<file path="src/rtl/burst_addr_seq_if.sv">
// Memory request port of the burst address sequencer.
// The sequencer is the master: it presents req/addr/last, the memory returns ack.
interface burst_addr_seq_if #(
  parameter int ADDR_W = 16
) ();
  logic              mem_req;
  logic              mem_ack;
  logic [ADDR_W-1:0] mem_addr;
  logic              mem_last;

  modport master (output mem_req, output mem_addr, output mem_last, input mem_ack);
  modport slave  (input mem_req, input mem_addr, input mem_last, output mem_ack);
endinterface

</file>
<file path="src/rtl/burst_addr_seq.sv">
// Burst address sequencer: turns one start command into a stream of memory
// requests. The external saturating up-counter steps through the beats and is
// driven through the cnt_* strobes. The request address is base_q plus the
// counter value, which is read back every cycle.
module burst_addr_seq #(
  parameter int SIZECOUNT = 12,
  parameter int ADDR_W    = 16
) (
  input  logic                 clk,
  input  logic                 reset,
  // command
  input  logic                 start,
  input  logic [SIZECOUNT-1:0] start_offset,
  input  logic [SIZECOUNT-1:0] start_len,
  input  logic [ADDR_W-1:0]    base_addr,
  input  logic                 abort,
  // status
  output logic                 busy,
  output logic                 done,
  output logic                 err,
  // memory request port
  burst_addr_seq_if.master     mem,
  // counter control
  output logic                 cnt_clear,
  output logic                 cnt_load,
  output logic [SIZECOUNT-1:0] cnt_load_value,
  output logic [SIZECOUNT-1:0] cnt_max,
  output logic                 cnt_go,
  input  logic [SIZECOUNT-1:0] cnt_count
);

  typedef enum logic [1:0] {S_IDLE, S_LOAD, S_ISSUE, S_DONE} state_t;

  // Burst context captured on an accepted start and held until the next one.
  typedef struct packed {
    logic [ADDR_W-1:0]    base;
    logic [SIZECOUNT-1:0] max;
    logic [SIZECOUNT-1:0] ldv;
  } ctx_t;

  state_t state_q, state_d;
  ctx_t   ctx_q;
  logic   err_q;   // start rejected last cycle
  logic   abrt_q;  // burst aborted last cycle, counter must be cleared
  logic   zl_q;    // current DONE came from a zero-length start

  logic [SIZECOUNT:0] end_sum;
  logic               len_zero, ovf;
  logic               in_idle, in_load, in_issue, in_done;
  logic               take_zl, take_rej, take_acc;
  logic               last;

  assign in_idle  = (state_q == S_IDLE);
  assign in_load  = (state_q == S_LOAD);
  assign in_issue = (state_q == S_ISSUE);
  assign in_done  = (state_q == S_DONE);

  // Decode the start command: the final count value is computed one bit wider
  // so a burst running past the top of the counter range shows up as a carry.
  always_comb begin
    end_sum  = {1'b0, start_offset} + {1'b0, start_len} - {{SIZECOUNT{1'b0}}, 1'b1};
    len_zero = (start_len == '0);
    ovf      = !len_zero && end_sum[SIZECOUNT];
    take_zl  = in_idle && start && len_zero;
    take_rej = in_idle && start && ovf;
    take_acc = in_idle && start && !len_zero && !ovf;
  end

  // Next-state logic; abort overrides every transition out of LOAD/ISSUE.
  always_comb begin
    state_d = state_q;
    case (state_q)
      S_IDLE: begin
        if (take_zl)       state_d = S_DONE;
        else if (take_acc) state_d = S_LOAD;
      end
      S_LOAD:  state_d = S_ISSUE;
      S_ISSUE: if (mem.mem_ack && last) state_d = S_DONE;
      S_DONE:  state_d = S_IDLE;
      default: state_d = S_IDLE;
    endcase
    if (abort && (in_load || in_issue)) state_d = S_IDLE;
  end

  // State, context and one-cycle event flags.
  always_ff @(posedge clk or posedge reset) begin
    if (reset) begin
      state_q <= S_IDLE;
      ctx_q   <= '0;
      err_q   <= 1'b0;
      abrt_q  <= 1'b0;
      zl_q    <= 1'b0;
    end else begin
      state_q <= state_d;
      err_q   <= take_rej;
      abrt_q  <= abort && (in_load || in_issue);
      zl_q    <= take_zl;
      if (take_acc) begin
        ctx_q.base <= base_addr;
        ctx_q.max  <= end_sum[SIZECOUNT-1:0];
        ctx_q.ldv  <= start_offset;
      end
    end
  end

  // Request port and counter strobes, all decoded from the registered state so
  // an asynchronous reset drops them immediately. The final-beat flag is gated
  // by ISSUE because the counter and cnt_max both sit at 0 out of reset.
  always_comb begin
    last           = in_issue && (cnt_count == ctx_q.max);
    mem.mem_req    = in_issue;
    mem.mem_last   = last;
    mem.mem_addr   = ctx_q.base + ADDR_W'(cnt_count);
    // A beat acked together with abort still transfers but does not step.
    cnt_go         = in_issue && mem.mem_ack && !last && !abort;
    cnt_load       = in_load;
    // A zero-length burst never touched the counter, so its DONE skips the clear.
    cnt_clear      = (in_done && !zl_q) || abrt_q;
    cnt_load_value = ctx_q.ldv;
    cnt_max        = ctx_q.max;
    busy           = in_load || in_issue;
    done           = in_done;
    err            = err_q;
  end

endmodule

</file>
<file path="src/flat_wrapper.sv">
// flat-port wrapper written by rule: the top's interface ports become plain ports
module burst_addr_seq_flat 
#(
  parameter int SIZECOUNT = 12,
  parameter int ADDR_W    = 16
)
  (clk, reset, start, start_offset, start_len, base_addr, abort, busy, done, err, cnt_clear, cnt_load, cnt_load_value, cnt_max, cnt_go, cnt_count, mem_mem_req, mem_mem_addr, mem_mem_last, mem_mem_ack);
  burst_addr_seq_if #(.ADDR_W(ADDR_W)) mem_i ();
  input  logic clk;
  input  logic reset;
  input  logic start;
  input  logic [SIZECOUNT-1:0] start_offset;
  input  logic [SIZECOUNT-1:0] start_len;
  input  logic [ADDR_W-1:0] base_addr;
  input  logic abort;
  output logic busy;
  output logic done;
  output logic err;
  output logic cnt_clear;
  output logic cnt_load;
  output logic [SIZECOUNT-1:0] cnt_load_value;
  output logic [SIZECOUNT-1:0] cnt_max;
  output logic cnt_go;
  input  logic [SIZECOUNT-1:0] cnt_count;
  output wire logic [$bits(mem_i.mem_req)-1:0] mem_mem_req;
  output wire logic [$bits(mem_i.mem_addr)-1:0] mem_mem_addr;
  output wire logic [$bits(mem_i.mem_last)-1:0] mem_mem_last;
  input wire logic [$bits(mem_i.mem_ack)-1:0] mem_mem_ack;
  assign mem_mem_req = mem_i.mem_req;
  assign mem_mem_addr = mem_i.mem_addr;
  assign mem_mem_last = mem_i.mem_last;
  assign mem_i.mem_ack = mem_mem_ack;
  burst_addr_seq #(.SIZECOUNT(SIZECOUNT), .ADDR_W(ADDR_W)) u_core (.clk(clk), .reset(reset), .start(start), .start_offset(start_offset), .start_len(start_len), .base_addr(base_addr), .abort(abort), .busy(busy), .done(done), .err(err), .mem(mem_i), .cnt_clear(cnt_clear), .cnt_load(cnt_load), .cnt_load_value(cnt_load_value), .cnt_max(cnt_max), .cnt_go(cnt_go), .cnt_count(cnt_count));
endmodule
</file>
<file path="config.mk">
export PLATFORM = sky130hd
export DESIGN_NAME = burst_addr_seq_flat
export DESIGN_NICKNAME = d
export VERILOG_FILES = /design/src/rtl/burst_addr_seq_if.sv /design/src/rtl/burst_addr_seq.sv /design/src/flat_wrapper.sv
export SDC_FILE = /design/constraint.sdc
export NUM_CORES = 1
export LEC_CHECK = 0
export BUFFER_PORTS_ARGS = -buffer_cell sky130_fd_sc_hd__buf_2
export CORE_UTILIZATION = 45
export CTS_BUF_LIST = sky130_fd_sc_hd__clkbuf_4 sky130_fd_sc_hd__clkbuf_8 sky130_fd_sc_hd__clkbuf_16
export DETAILED_ROUTE_END_ITERATION = 8
export GPL_ROUTABILITY_DRIVEN = 0
export MAX_ROUTING_LAYER = met4
export PLACE_DENSITY_LB_ADDON = 0.15
export SKIP_LAST_GASP = 1
export SYNTH_ARGS = -nofsm -noshare
export SYNTH_HDL_FRONTEND = slang
export SYNTH_SLANG_ARGS = --single-unit
</file>
<file path="constraint.sdc">
create_clock -name clk -period 2.8 [get_ports clk]
set_input_delay 0.14 -clock clk [delete_from_list [all_inputs] [get_ports clk]]
set_output_delay 0.14 -clock clk [all_outputs]
set_load 0.02 [all_outputs]
</file>
==> results.md <==
- Share of cells above drive strength 1: 37.2%
- GR Util All Layers: 19.6%
- Core area: 8180 um2
- Synth Net Count: 476
- Row count: 33
- Data required, critical path: 2.66 ns
- Post-DR wirelength/cell: 13.8 um
- Critical Path Fanout Max: 2
- Ys Warns: 0
- Total CTS buffers: 5
- CP arrival: 2.59 ns
- Clock skew: 0.00222 ns
- Worst hold path class: primary input to asynchronous set/reset pin
- Final setup fails: 0
- Post-synth EDFFs: 0
- Remaining DRCs: 0
- Hold Buf Count CTS: 0
- Max Slew Vio Count: 0
- Post-synthesis sequential area ratio: 29.9%
- Most common cell in the synthesized netlist: inv_1
- Vias in the first global route: 2,684
- Antenna violations before repair: 0
- Worst reg2reg path depth: 6
- Critical Path Source Type: flop
- Num ports: 105
- Largest net degree at the start of global routing: 46
- Total number of H-tree levels: 2
- Initial core utilization: 46.1%
- Ys flop type: dfrtp_1
- RR Endpoint: u_core.state_q[1]
- Layout Nets: 568
- Fmax: 0.366 GHz
- Combinational share of power: 64.8%
- CTS max path bufs: 2
- Asr flop ratio synth: 100%
- Synth top area share: 29.9%
- Total chip power: 4730 uW
- Distinct cells, synth: 45
- Net switching power: 2140 uW
- Slew @ Worst Pin: 0.945 ns
- Post-Syn Area per Cell: 9.99 um2
- Power share of the clock group: 8.8%
- Pleak: 0.00239 uW
- Synth top area cells: dfrtp_1, mux2_4, ha_1
- Ant. Diodes: 0
- DP Wirelength: 6370 um
- RSZ-0062 raised after global routing: true
- Slew headroom: 36.9%
- Grt total ovfl: 0
- Synth Instances: 377
- Post-synth top area cell: dfrtp_1
- First-pass GRT wire length: 12,900 um
- Sw Share: 45.2%
- Die height: 93.5 um
- Register share of total power: 26.4%
- Worst skew pair latency: 0.30 ns
- Final hold vios: 0
- Final WL: 7920 um
- Clock sinks: 45
- Clock root buffer master: clkbuf_8
- Clk slew on worst S/H paths: 0.09 ns
- Power Internal: 2590 uW
- Vias per Instance: 4.98
- CTS tree: yes
- FF-to-FF setup slack: 1.02 ns
- Area delta synth->final: 17.1%
- Flops & latches, synth: 45
- Detail Route Antenna Nets: 0
- Total negative slack: 0 ns
- Max-cap violations: 0
- Die Wd: 93.5 um
- Die Footprint: 8740 um2
- Peak VDD IR: 394 uV
- Launching point of the worst reg2reg path: u_core.cnt_max[3]
- DRT Pass-1 Iters: 4
- PwrDens: 1070 nW/um2
- Setup crit end kind: output port
- PortBufs: 104
- Mapped Area: 3770 um2
- DR vias: 2,864
- 1st-iter DRT viols: 113
- Outcome: finished, final reports clean
- Fin crit share: 97.5%
- Crit path time final: 2.73 ns
- CP Class: flop to output port
- Top cells by count, synth: inv_1, dfrtp_1, ha_1
## layout by cell type (no fill, tap or decap), drive strengths merged, types with 2 or more instances in the layout
master / Yosys / routed
o211ai: 3 / 3
o21ai: 10 / 10
fa: 2 / 2
nor2: 13 / 13
nor2b: 3 / 3
o2111ai: 4 / 4
inv: 62 / 63
buf: 28 / 113
nor3b: 2 / 2
nand2b: 3 / 3
a21o: 6 / 6
xor2: 6 / 6
a211oi: 2 / 2
mux2: 38 / 38
mux2i: 4 / 4
and2: 2 / 2
nand4: 5 / 5
ha: 40 / 40
or4: 2 / 2
o21a: 6 / 6
nor4: 3 / 3
clkbuf: 0 / 5
dfrtp: 45 / 45
xnor2: 24 / 24
nor3: 9 / 9
o31a: 2 / 2
or3: 3 / 3
nand3: 5 / 5
nand2: 17 / 17
a31oi: 2 / 2
a21oi: 15 / 15
and3: 2 / 2
## power by group through the flow
stage | Combinational [uW] | Sequential, uW | Clock [uW]
2_1_floorplan | 2480 | 1160 | 0
3_3_place_gp | 2900 | 1250 | 0
3_5_place_dp | 2950 | 1260 | 0
4_1_cts | 3030 | 1250 | 438
5_1_grt | 3350 | 1300 | 477
6_report | 3060 | 1250 | 417
## cell families (layout without fill, tap and decap cells)
family | count (synthesis) | count (layout) | share of synthesized area [%]
and+or+nand+nor | 70 | 70 | 9.50
xor gates and xnor gates | 30 | 30 | 6.97
muxes | 42 | 42 | 16.1
buffers and inverters | 90 | 183 | 12.2
adders and majority gates | 42 | 42 | 14.3
AOI/OAI and AO/OA | 58 | 58 | 11.0
DFF | 45 | 45 | 29.9
## routing by layer
| metal | global-route usage [%] | vias up | part of all wire [%] |
|---|---|---|---|
| li1 | - | 1452 | - |
| met1 | 26.8 | 1322 | 47 |
| met2 | 30.3 | 82 | 46 |
| met3 | 2.76 | 8 | 5.1 |
| met4 | 5.51 | 0 | 1.3 |
| met5 | - | - | 0 |
## metrics by stage
step / util, % / instance area [um2] / hold WS [ns] / worst slack (ns) / instances
final: 54.0 / 4410 / 0.0484 / 0.0690 / 575
after global routing: 54.0 / 4410 / 0.0397 / -0.0634 / 575
after CTS: 53.7 / 4390 / 0.0507 / 0.00830 / 574
after detailed placement: 51.9 / 4240 / 0.376 / 0.0479 / 563
after global placement: 51.9 / 4240 / 0.374 / 0.0804 / 563
after floorplan: - / 3770 / 0.289 / 0.335 / 377
## sequential cells by signal, indices dropped and copies added (netlist names)
| name | cells |
|---|---|
| u_core.cnt_load_value | 12 |
| u_core.zl_q | 1 |
| u_core.ctx_q | 16 |
| u_core.state_q | 2 |
| u_core.err | 1 |
| u_core.cnt_max | 12 |
| u_core.abrt_q | 1 |
## what timing repair did
item	in CTS	in global routing
pin swaps	6	4
resized for setup	10	6
setup endpoints to repair	2	5
setup buffers	3	1
## area by class of cell
type                       count  area [um2]
fill                         788        3760
clock inverter                 3        21.3
multi-input combinational    242        2220
clock buffer                   5        68.8
tap                          105         131
sequential                    45        1130
inverter                      62         233
timing repair buffer         113         609
## worst max-delay path by stage
stage | from | endpoint | cells after the start
6_report | u_core.ctx_q[24] | mem_mem_addr[14] | 10
5_1_grt | u_core.ctx_q[24] | mem_mem_addr[14] | 10
4_1_cts | u_core.ctx_q[24] | mem_mem_addr[14] | 10
3_5_place_dp | start_offset[2] | u_core.cnt_load_value[0] | 12
3_3_place_gp | start_offset[2] | u_core.ctx_q[38] | 12
2_1_floorplan | u_core.ctx_q[24] | mem_mem_addr[14] | 9
## critical path, cell delays in order (launching register included)
cell       delay [ns]
dfrtp_1          0.36
ha_2             0.20
inv_2            0.04
fa_2             0.34
nor2b_2          0.16
o2111ai_2        0.14
and3_4           0.19
o31a_1           0.25
or4_4            0.42
nand3_2          0.08
buf_6            0.11
(Power assumes the default switching activity.)
